$ cat config.mk
export PLATFORM = sky130hd
export DESIGN_NAME = display_mux8
export DESIGN_NICKNAME = d
export VERILOG_FILES = /design/src/rtl/display_mux8.sv
export SDC_FILE = /design/constraint.sdc
export NUM_CORES = 1
export LEC_CHECK = 0
export BUFFER_PORTS_ARGS = -buffer_cell sky130_fd_sc_hd__buf_2
export CAP_MARGIN = 0
export CORE_ASPECT_RATIO = 1.25
export CORE_MARGIN = 3
export CORE_UTILIZATION = 49
export CTS_BUF_LIST = sky130_fd_sc_hd__clkbuf_16
export CTS_CLUSTER_DIAMETER = 150
export CTS_CLUSTER_SIZE = 16
export DETAILED_ROUTE_END_ITERATION = 12
export HOLD_SLACK_MARGIN = 0.12
export PLACE_DENSITY = 0.87
export SYNTH_ARGS = -nofsm -noshare
export SYNTH_HDL_FRONTEND = slang
export SYNTH_SLANG_ARGS = --single-unit
$ cat constraint.sdc
create_clock -name clk_1kHz -period 6.32 [get_ports clk_1kHz]
set_clock_uncertainty 0.2 [all_clocks]
set_input_delay 1.264 -clock clk_1kHz [delete_from_list [all_inputs] [get_ports clk_1kHz]]
set_output_delay 1.264 -clock clk_1kHz [all_outputs]
set_load 0.02 [all_outputs]
$ cat src/rtl/display_mux8.sv
// Eight-digit common-anode seven-segment scan driver: one anode low per dwell period.
// Optional leading-zero blanking is enabled by defining DISPLAY_MUX_LZ_BLANK_EN.
module display_mux8 #(
    parameter int DWELL = 1
) (
    input  logic        clk_1kHz,
    input  logic        rst_n,
    input  logic [31:0] digits_in,
    input  logic [7:0]  dp_in,
    input  logic [7:0]  digit_en,
    output logic [7:0]  anodes,
    output logic [6:0]  seg_out,
    output logic        dp_out,
    output logic [2:0]  current_digit
);

    // state   | meaning
    // ST_IDLE | in or just out of reset, display dark, idx held at 0
    // ST_SCAN | scanning, digit idx driven for DWELL edges, then idx advances
    typedef enum logic {
        ST_IDLE = 1'b0,
        ST_SCAN = 1'b1
    } state_t;

    localparam logic [7:0] DWELL_LAST = 8'(DWELL - 1);

    state_t     state_q, state_d;
    logic [2:0] idx_q, idx_d;
    logic [7:0] dwell_cnt_q, dwell_cnt_d;
    logic       active;
    logic [7:0] lz_keep;
    logic [3:0] nibble;
    logic       visible;

    function automatic logic [6:0] hex_decode(input logic [3:0] v);
        case (v)
            4'h0: hex_decode = 7'h40;
            4'h1: hex_decode = 7'h79;
            4'h2: hex_decode = 7'h24;
            4'h3: hex_decode = 7'h30;
            4'h4: hex_decode = 7'h19;
            4'h5: hex_decode = 7'h12;
            4'h6: hex_decode = 7'h02;
            4'h7: hex_decode = 7'h78;
            4'h8: hex_decode = 7'h00;
            4'h9: hex_decode = 7'h10;
            4'hA: hex_decode = 7'h08;
            4'hB: hex_decode = 7'h03;
            4'hC: hex_decode = 7'h46;
            4'hD: hex_decode = 7'h21;
            4'hE: hex_decode = 7'h06;
            default: hex_decode = 7'h0E;
        endcase
    endfunction

    always_ff @(posedge clk_1kHz or negedge rst_n) begin
        if (!rst_n) begin
            state_q     <= ST_IDLE;
            idx_q       <= 3'd0;
            dwell_cnt_q <= 8'd0;
        end else begin
            state_q     <= state_d;
            idx_q       <= idx_d;
            dwell_cnt_q <= dwell_cnt_d;
        end
    end

    always_comb begin
        state_d     = state_q;
        idx_d       = idx_q;
        dwell_cnt_d = dwell_cnt_q;
        case (state_q)
            ST_IDLE: state_d = ST_SCAN;
            ST_SCAN: begin
                if (dwell_cnt_q == DWELL_LAST) begin
                    dwell_cnt_d = 8'd0;
                    idx_d       = idx_q + 3'd1;
                end else begin
                    dwell_cnt_d = dwell_cnt_q + 8'd1;
                end
            end
            default: state_d = ST_IDLE;
        endcase
    end

    assign active        = (state_q == ST_SCAN);
    assign current_digit = idx_q;

`ifdef DISPLAY_MUX_LZ_BLANK_EN
    // A digit survives if it or any higher digit is non-zero or carries a decimal point.
    always_comb begin
        lz_keep    = 8'h00;
        lz_keep[7] = (|digits_in[31:28]) | dp_in[7];
        for (int k = 6; k >= 0; k--) begin
            lz_keep[k] = lz_keep[k+1] | (|digits_in[4*k +: 4]) | dp_in[k];
        end
        lz_keep[0] = 1'b1;
    end
`else
    assign lz_keep = 8'hFF;
`endif

    assign nibble  = digits_in[{idx_q, 2'b00} +: 4];
    assign visible = active & digit_en[idx_q] & lz_keep[idx_q];

    always_comb begin
        anodes  = 8'hFF;
        seg_out = 7'h7F;
        dp_out  = 1'b1;
        if (visible) begin
            anodes  = ~(8'h01 << idx_q);
            seg_out = hex_decode(nibble);
            dp_out  = ~dp_in[idx_q];
        end
    end

endmodule

# Word-level counts from Yosys, hierarchy flattened

Memories as Yosys holds them, arrays and structs flattened.
Index checks and enable logic that the tools add are counted.

ROM bits: 120
Input port bits: 50
Register bits after elaboration: 12
Memories kept: 2
Word-level logic and storage cells: 25

Memories:

| memory           | words | bits a word | read ports | clocked after memory_dff | write ports | RTL line | text |
|---|---|---|---|---|---|---|---|
| (name not given) | 16    | 7           | 1          | 0                        | 0           | 36       | `case (v)` |
| (name not given) | 8     | 1           | 1          | 0                        | 0           | 104      | `assign visible = active & digit_en[idx_q] & lz_keep[idx_q];` |

Shift operators: 2
$add $sub $neg: 2
Reductions and logical operators: 2
Bitwise logic cells: 4
$lt $le $gt $ge: 1
Mux-type cells: 9

Operators by type and width:

| operator                                                   | count |
|---|---|
| indexed part select 32 x 6 -> 4 bit                        | 1 |
| two-way mux 8 bit                                          | 2 |
| adder 8 x 1 -> 8 bit, second input constant                | 1 |
| logical NOT 8 bit                                          | 1 |
| inverter 8 bit                                             | 1 |
| left shift 1 x 3 -> 8 bit, first input constant            | 1 |
| two-way mux 7 bit                                          | 1 |
| binary-select mux 1 bit (select 3 bit)                     | 2 |
| less-than comparator 3 x 4 -> 1 bit, second input constant | 1 |
| two-way mux 1 bit                                          | 4 |
| adder 3 x 1 -> 3 bit, second input constant                | 1 |
| bitwise AND 1 bit                                          | 2 |
| AND reduction 2 bit                                        | 1 |
| inverter 1 bit                                             | 1 |

# Depth between registers and ports, before layout

Gate-level depths: netlist of run 1.

Word-level depth: 5
Depth in mapped cells: 10
Depth with buffers taken out: 8

# Worst setup path before layout of run 1

No wires, ideal clock.

Path kind: input to output
From: in digits_in[12]
To: out seg_out[3]
Arrival time: 2933 ps
Stages on the path: 6
Buffers on the path: 0
Slack: 1923 ps
Cell sequence: mux4_2 -> mux2i_1 -> ha_1 -> nor3_1 -> a211oi_1 -> o21ai_1

Word-level cells in the longest chain between the ends: 3

RTL lines:

| what                                | RTL line | text |
|---|---|---|
| start: declaration                  | 8        | `input logic [31:0] digits_in,` |
| indexed part select 32 x 6 -> 4 bit | 103      | `assign nibble = digits_in[{idx_q, 2'b00} +: 4];` |
| memory read (16 x 7 bit)            | --       |  |
| two-way mux 7 bit                   | 110      | `if (visible) begin` |
| end: declaration                    | 12       | `output logic [6:0] seg_out,` |

Every way passes these cells.

# Worst setup path after layout of run 1

From: in digits_in[13]
To: out seg_out[3]

Same word-level chain as after synthesis.

==> run summary, run 1 <==
worst hold path cell count: 1
io pins: 69
Worst-Margin Slew: 0.940 ns
CP Class: primary input to output pin
Crit Path Max Fanout: 5
H-Tree Depth: 1
synth warn: 0
Finished Core Util: 70.2%
crit end category: output pin
capture point of the worst path: seg_out[3]
Final Critical Period: 4.67 ns
Critical Path AT: 3.21 ns
RR Endpoint: current_digit[1]
Slew HR: 37.3%
Reg-to-Reg Start: dwell_cnt_q[0]
max-cap violations: 0
root buffer cell: clkbuf_16
Worst Hold Class: flop to flop
number of fill cells in the layout: 185
WL/cell: 15.8 microns
Post-synth EDFFs: 0
Max clock buf depth: 2
DRT Pass-1 Iters: 4
via count: 1304
Sw Share: 49.4%
final setup fails: 0
multi-input logic area: 955 sq um
final-stage net count: 265
hold_sp: dwell_cnt_q[7]
top cells by area, synth: dfrtp_1, mux4_2, ha_1
fraction of layout cells with a size suffix above 1: 46.5%
# rows: 20
syn avg cell area: 10.0 sq um
ys flop type: dfrtp_1
antenna violations before repair: 0
Gate Count Post-Synth: 133
I/O Buffers: 68
Inserted Diodes: 0
Num CTS Buffers: 3
Die W: 52.6 microns
post-DP HPWL: 3010 microns
Post-synth top cells: nand2_1, ha_1, dfrtp_1
P&R area growth vs syn: 31.8%
initial detailed-routing violation count: 28
part of the Yosys area used for sequential elements: 22.5%
fmax: 0.214 GHz
Internal Power: 0.412 mW
die area: 0.00339 sq mm
Pwr Density: 463 mW/mm^2
most numerous cell in the Yosys netlist: nand2_1
worst vdd ir: 0.000313 V
Worst EP required: 4.86 ns
syn nets: 197
Synth Register Bits: 12
register area: 300 sq um
CP startpoint kind: primary input
Starting Density: 53.3%
final WL: 3690 microns
Leak: 0.856 nW
reg2reg path depth: 6
Sink Count: 12
P_sw: 0.401 mW
die height: 64.3 microns
post-synth top area share: 22.5%
global-route usage over all layers: 23.2%
Comb power frac: 68.0%
flop-to-flop setup slack: 4.05 ns
sequential power share: 17.8%
ys async rst share: 100%
largest net degree at the start of global routing: 20
CTS clk-pin slew, worst paths: 0.04 ns
number of global-route vias before repair: 1335
Pins Over Slew Limit: 0
buffers inserted by post-CTS timing repair: 0
Core Area: 0.00250 sq mm
CP Launch Point: digits_in[13]
Final Hold Fails: 0
Syn Std Cell Area: 0.00133 sq mm
first-pass GRT wire length: 6030 microns
CTS Hold Bufs: 0
status: finished, final reports clean
CTS tree: yes
antenna viol nets, final: 0
drt drc: 0
GPL Wtd Cong: 0.859
clock share of power: 14.1%
RSZ-0062 raised after global routing: false
final setup TNS: 0 ns
Skew-Pair Late Insertion Delay: 0.24 ns
Netlist cell types: 39
Overflow after GRT: 0
cts repair resizes: 0
Yosys top cell by area: dfrtp_1
Tcrit/Tclk final: 73.9%
routed vias/inst: 5.60
==> final cells by class <==
cell class / instances / share of cell area [%]
well taps: 33 / 2.35
multi-input cells: 105 / 54.3
flip-flops and latches: 12 / 17.1
repair buffers: 68 / 19.4
inverters: 11 / 2.35
clock inverters: 1 / 0.214
clock buffers: 3 / 4.27
==> layout by cell type, fill, tap and decap left out, drive strengths merged, types with 3 or more instances in the layout <==
cell,netlist,final
buf,4,68
nand2,23,23
ha,14,14
dfrtp,12,12
mux4,10,10
inv,10,10
mux2i,8,8
xnor2,6,6
nor3,5,5
o221ai,4,4
and3,4,4
o21ai,4,4
mux2,3,3
nand4,3,3
clkbuf,1,3
==> flip-flops by register name, indices dropped and copies added (netlist names) <==
name,cells
active,1
dwell_cnt_q,8
current_digit,3
==> worst max-delay path, stage by stage <==
cell      delay [ns]
buf_2           0.10
mux4_2          0.45
mux2i_1         0.38
inv_1           0.18
ha_1            0.28
inv_1           0.07
nor3_1          0.04
a211oi_1        0.18
o21ai_1         0.07
buf_2           0.18
==> stage by stage <==
stage / cells / area (sq um) / setup WS (ns) / hold slack [ns] / total power, mW
2_1_floorplan: 133 / 1330 / 1.92 / 0.239 / 0.569
3_3_place_gp: 229 / 1680 / 1.79 / 0.256 / 0.667
3_5_place_dp: 229 / 1680 / 1.68 / 0.268 / 0.692
4_1_cts: 233 / 1760 / 1.66 / 0.278 / 0.811
5_1_grt: 233 / 1760 / 1.43 / 0.299 / 0.879
6_report: 233 / 1760 / 1.65 / 0.278 / 0.813
==> worst min path at each step <==
stage / to
4_1_cts: dwell_cnt_q[7]
2_1_floorplan: dwell_cnt_q[7]
5_1_grt: dwell_cnt_q[7]
3_3_place_gp: dwell_cnt_q[7]
6_report: dwell_cnt_q[7]
3_5_place_dp: dwell_cnt_q[7]
==> power by group through the flow <==
stage          registers, mW  logic (mW)  clock network [mW]
2_1_floorplan          0.112       0.457                   0
3_3_place_gp           0.143       0.524                   0
3_5_place_dp           0.146       0.546                   0
4_1_cts                0.145       0.550               0.117
5_1_grt                0.153       0.605               0.121
6_report               0.145       0.553               0.115
==> routing by layer <==
metal	global-route usage, %	wire length [microns]	part of all wire, %	vias up
met3	1.17	121	3.3	10
met4	7.99	87	2.4	0
met5	0	0	0	-
li1	-	-	-	621
met2	43.3	2020	55	43
met1	26.8	1460	40	630
==> kinds of logic (layout without fill, tap and decap cells) <==
family	count (synthesis)	count (layout)	share of synthesized area (%)
AND/OR/NAND/NOR	44	44	16.4
multiplexers	21	21	26.4
AO/OA/AOI/OAI	19	19	11.5
buffers and inverters	16	83	5.82
adder cells (fa/ha/maj)	14	14	13.1
flip-flops	12	12	22.5
XOR/XNOR	6	6	3.94
other	1	1	0.281
Power figures use the tool's default switching activity.
==> run 2, diff against run 1 <==
CORE_UTILIZATION = 46   (was 49)
PLACE_DENSITY = 0.82   (was 0.87)
clock period = 4.8 ns   (was 6.32 ns; I/O delays follow)
==> run 2 against run 1 <==
Effect of this change:
- utilization decreased by 5.6 points
- first-iteration DRC count increased by 7.1%
- clock power increased by 35%
- sequential power increased by 18%
- critical path depth unchanged
- worst setup slack got worse by 0.86 ns
- register-to-register slack got worse by 1.5 ns
- non-clock buffer count increased by 1
==> run summary, run 2 (synthesis gave the netlist of run 1 again) <==
Overflow after GRT: 0
Pins Over Slew Limit: 0
Post-Place Setup Slack: 0.803 ns
routed vias/inst: 5.42
post-DP HPWL: 2840 microns
Core Area: 0.00273 sq mm
final-stage net count: 266
flop-to-flop setup slack: 2.52 ns
CTS Hold Bufs: 0
placed cell area: 0.00169 sq mm
CP Class: primary input to output pin
root buffer cell: clkbuf_16
Tcrit/Tclk final: 83.4%
max reg flops: 8
Die W: 54.1 microns
commonest non-fill, non-tap cell in the layout: buf_2
final setup TNS: 0 ns
antenna viol nets, final: 0
P&R area growth vs syn: 32.5%
Pwr Density: 606 mW/mm^2
CP max-delay cell: mux4_2
final setup fails: 0
commonest cells after routing, fill and taps aside: buf_2, nand2_1, ha_1
H-Tree Depth: 1
Worst Hold Class: flop to flop
buffers inserted by post-CTS timing repair: 0
crit end category: output pin
total chip power: 1.07 mW
CTS clk-pin slew, worst paths: 0.04 ns
Starting Density: 48.8%
Final Critical Period: 4.00 ns
Largest Register: dwell_cnt_q
number of global-route vias before repair: 1286
RSZ-0062 raised after global routing: false
Critical Path AT: 2.84 ns
fmax: 0.250 GHz
CP top delay family: multiplexers
design area: 0.00177 sq mm
fraction of layout cells with a size suffix above 1: 46.8%
Crit path buffers/inverters: 4
Leak: 0.861 nW
die height: 66.2 microns
first-pass GRT wire length: 5510 microns
via count: 1273
CP startpoint kind: primary input
final WL: 3400 microns
WL/cell: 14.5 microns
global-route usage over all layers: 20.8%
Crit Path Max Fanout: 5
initial detailed-routing violation count: 30
Worst-Margin Slew: 0.594 ns
Slew HR: 60.4%
CTS tree: yes
# rows: 21
io pins: 69
worst vdd ir: 0.000361 V
Sink Count: 12
largest net degree at the start of global routing: 18
Skew-Pair Late Insertion Delay: 0.24 ns
slowest cell delay on critical path: 0.45 ns
DRT Pass-1 Iters: 4
GPL Wtd Cong: 0.919
Num CTS Buffers: 3
Max clock buf depth: 2
critical path cell sequence: buf_2 -> mux4_2 -> mux2i_1 -> inv_1 -> ha_1 -> inv_1 -> nor3_1 -> a211oi_1 -> o21ai_1 -> buf_2
I/O Buffers: 68
max-cap violations: 0
cts repair resizes: 0
antenna violations before repair: 0
die area: 0.00358 sq mm
drt drc: 0
post-route setup slack: 0.795 ns
Worst EP required: 3.64 ns
Inserted Diodes: 0
Final Hold Fails: 0
status: finished, final reports clean
## run 2: per-stage QoR
step / instances / hold WS, ns / utilization (%)
floorplan: 133 / 0.239 / -
global placement: 231 / 0.258 / 61.7
detailed placement: 231 / 0.267 / 61.7
CTS: 235 / 0.273 / 64.6
global route: 235 / 0.298 / 64.6
finish: 235 / 0.264 / 64.6
## run 2: path summary, 6_finish.rpt
kind	start	cells after the start	endpoint
worst min-delay path	dwell_cnt_q[7]	1	dwell_cnt_q[7]
worst min register to register	dwell_cnt_q[7]	1	dwell_cnt_q[7]
worst max register to register	dwell_cnt_q[0]	6	current_digit[1]
worst max-delay path	digits_in[13]	10	seg_out[3]
min in group asynchronous	rst_n	1	dwell_cnt_q[2]
max in group asynchronous	rst_n	1	current_digit[0]
## run 2: routing by layer
layer	global-route usage, %	vias to the layer above	wire (microns)
met5	0	-	0
met4	7.79	0	57
met3	3.61	5	211
met2	38.5	46	1910
met1	22.4	599	1220
li1	-	623	-
## run 2: cell type report
| cell class | count | area (sq um) |
|---|---|---|
| Clock buffer | 3 | 75.1 |
| Clock inverter | 1 | 3.75 |
| Fill cell | 237 | 967 |
| Inverter | 11 | 41.3 |
| Multi-Input combinational cell | 105 | 955 |
| Sequential cell | 12 | 300 |
| Tap cell | 34 | 42.5 |
| Timing Repair Buffer | 69 | 348 |
## run 2: where the power goes
group	switching (mW)	internal [mW]	leakage, nW
clock network	0.0450	0.110	0.0385
registers	0.0565	0.114	0.159
logic	0.422	0.323	0.663
==> run 3, diff against run 2 <==
clock period = 4.15 ns   (was 4.8 ns; I/O delays follow)
==> run 3 against run 2 <==
Effect of this change:
- routed wire length grew 4.6%
- flip-flop and latch count is the same
- worst setup slack lost 0.46 ns
- clock power grew 11%
- die area is the same
- sequential share of layout area is essentially flat
- largest power group unchanged
==> run summary, run 3 (synthesis gave the netlist of run 1 again) <==
number of fill cells in the layout: 251
Num CTS Buffers: 3
WL/cell: 15.1 microns
post-DP HPWL: 2820 microns
final setup TNS: 0 ns
Slew HR: 60.3%
Pwr Density: 699 mW/mm^2
DRT Pass-1 Iters: 4
Die W: 54.1 microns
initial detailed-routing violation count: 27
die area: 0.00358 sq mm
Tcrit/Tclk final: 91.8%
Max clock buf depth: 2
commonest non-fill, non-tap cell in the layout: buf_2
final setup fails: 0
flop-to-flop setup slack: 1.87 ns
die height: 66.2 microns
multi-input logic area: 955 sq um
I/O Buffers: 68
antenna violations before repair: 0
CTS tree: yes
CP Class: flop to output pin
Worst EP required: 3.12 ns
CTS Hold Bufs: 0
via count: 1291
Inserted Diodes: 0
Leak: 0.864 nW
Pins Over Slew Limit: 0
Final Critical Period: 3.81 ns
final WL: 3560 microns
global-route usage over all layers: 22.3%
H-Tree Depth: 1
fmax: 0.262 GHz
max reg flops: 8
number of global-route vias before repair: 1312
max-cap violations: 0
worst vdd ir: 0.000440 V
Finished Core Util: 64.7%
Reg-to-Reg Start: dwell_cnt_q[0]
Overflow after GRT: 0
RSZ-0062 raised after global routing: false
crit end category: output pin
Skew-Pair Late Insertion Delay: 0.24 ns
# rows: 21
CP startpoint kind: flop
final-stage net count: 267
Crit Path Max Fanout: 11
CTS clk-pin slew, worst paths: 0.04 ns
first-pass GRT wire length: 5850 microns
Core Area: 0.00273 sq mm
antenna viol nets, final: 0
cts repair resizes: 0
Largest Register: dwell_cnt_q
io pins: 69
Critical Path AT: 2.78 ns
register area: 300 sq um
Starting Density: 48.8%
Sink Count: 12
commonest cells after routing, fill and taps aside: buf_2, nand2_1, ha_1
RR Endpoint: current_digit[1]
Worst Hold Class: primary input to async pin
root buffer cell: clkbuf_16
Final Hold Fails: 0
fraction of layout cells with a size suffix above 1: 47.3%
Worst-Margin Slew: 0.596 ns
reg2reg path depth: 6
routed vias/inst: 5.49
largest net degree at the start of global routing: 18
GPL Wtd Cong: 0.896
buffers inserted by post-CTS timing repair: 0
drt drc: 0
P&R area growth vs syn: 32.8%
status: finished, final reports clean
-- run 3: per-layer routing --
metal	wire [microns]	share of wire, %	GRT usage [%]
met5	0	0	0
met4	67	1.9	9.03
met3	156	4.4	1.35
met2	2000	56	39.8
met1	1340	38	26.6
-- run 3: layout make-up --
type / instances / share of cell area [%]
Sequential cell: 12 / 17.0
Timing Repair Buffer: 70 / 20.1
Multi-Input combinational cell: 105 / 54.0
Tap cell: 34 / 2.40
Inverter: 11 / 2.33
Clock buffer: 3 / 4.24
-- run 3: how the worst max path moves through the flow --
stage | from | end | depth (start not counted)
floorplan | current_digit[0] | seg_out[3] | 8
global placement | digits_in[12] | seg_out[3] | 8
detailed placement | digits_in[13] | seg_out[3] | 10
CTS | current_digit[0] | seg_out[3] | 9
global route | current_digit[0] | seg_out[3] | 9
finish | current_digit[0] | seg_out[3] | 9
-- run 3: report_power, final --
| group | total, mW | internal (mW) | switching [mW] |
|---|---|---|---|
| Combinational | 0.864 | 0.379 | 0.485 |
| Clock | 0.172 | 0.125 | 0.0468 |
| Sequential | 0.200 | 0.132 | 0.0684 |
-- run 3: worst max-delay path, stage by stage, from the launching register on --
cell and delay [ns]:
dfrtp_1 0.65, mux4_2 0.56, mux2i_1 0.35, inv_1 0.16, ha_1 0.27, inv_1 0.07
nor3_1 0.04, a211oi_1 0.19, o21ai_1 0.07, buf_2 0.18
-- run 3: through the flow --
stage	hold slack, ns	instances	worst slack, ns	area (sq um)	total power [mW]
after floorplan	0.239	133	0.588	1330	0.866
after global placement	0.258	232	0.461	1690	1.05
after detailed placement	0.262	232	0.412	1690	1.06
after CTS	0.264	235	0.312	1770	1.24
after global routing	0.273	235	0.149	1770	1.34
final	0.258	235	0.338	1770	1.24
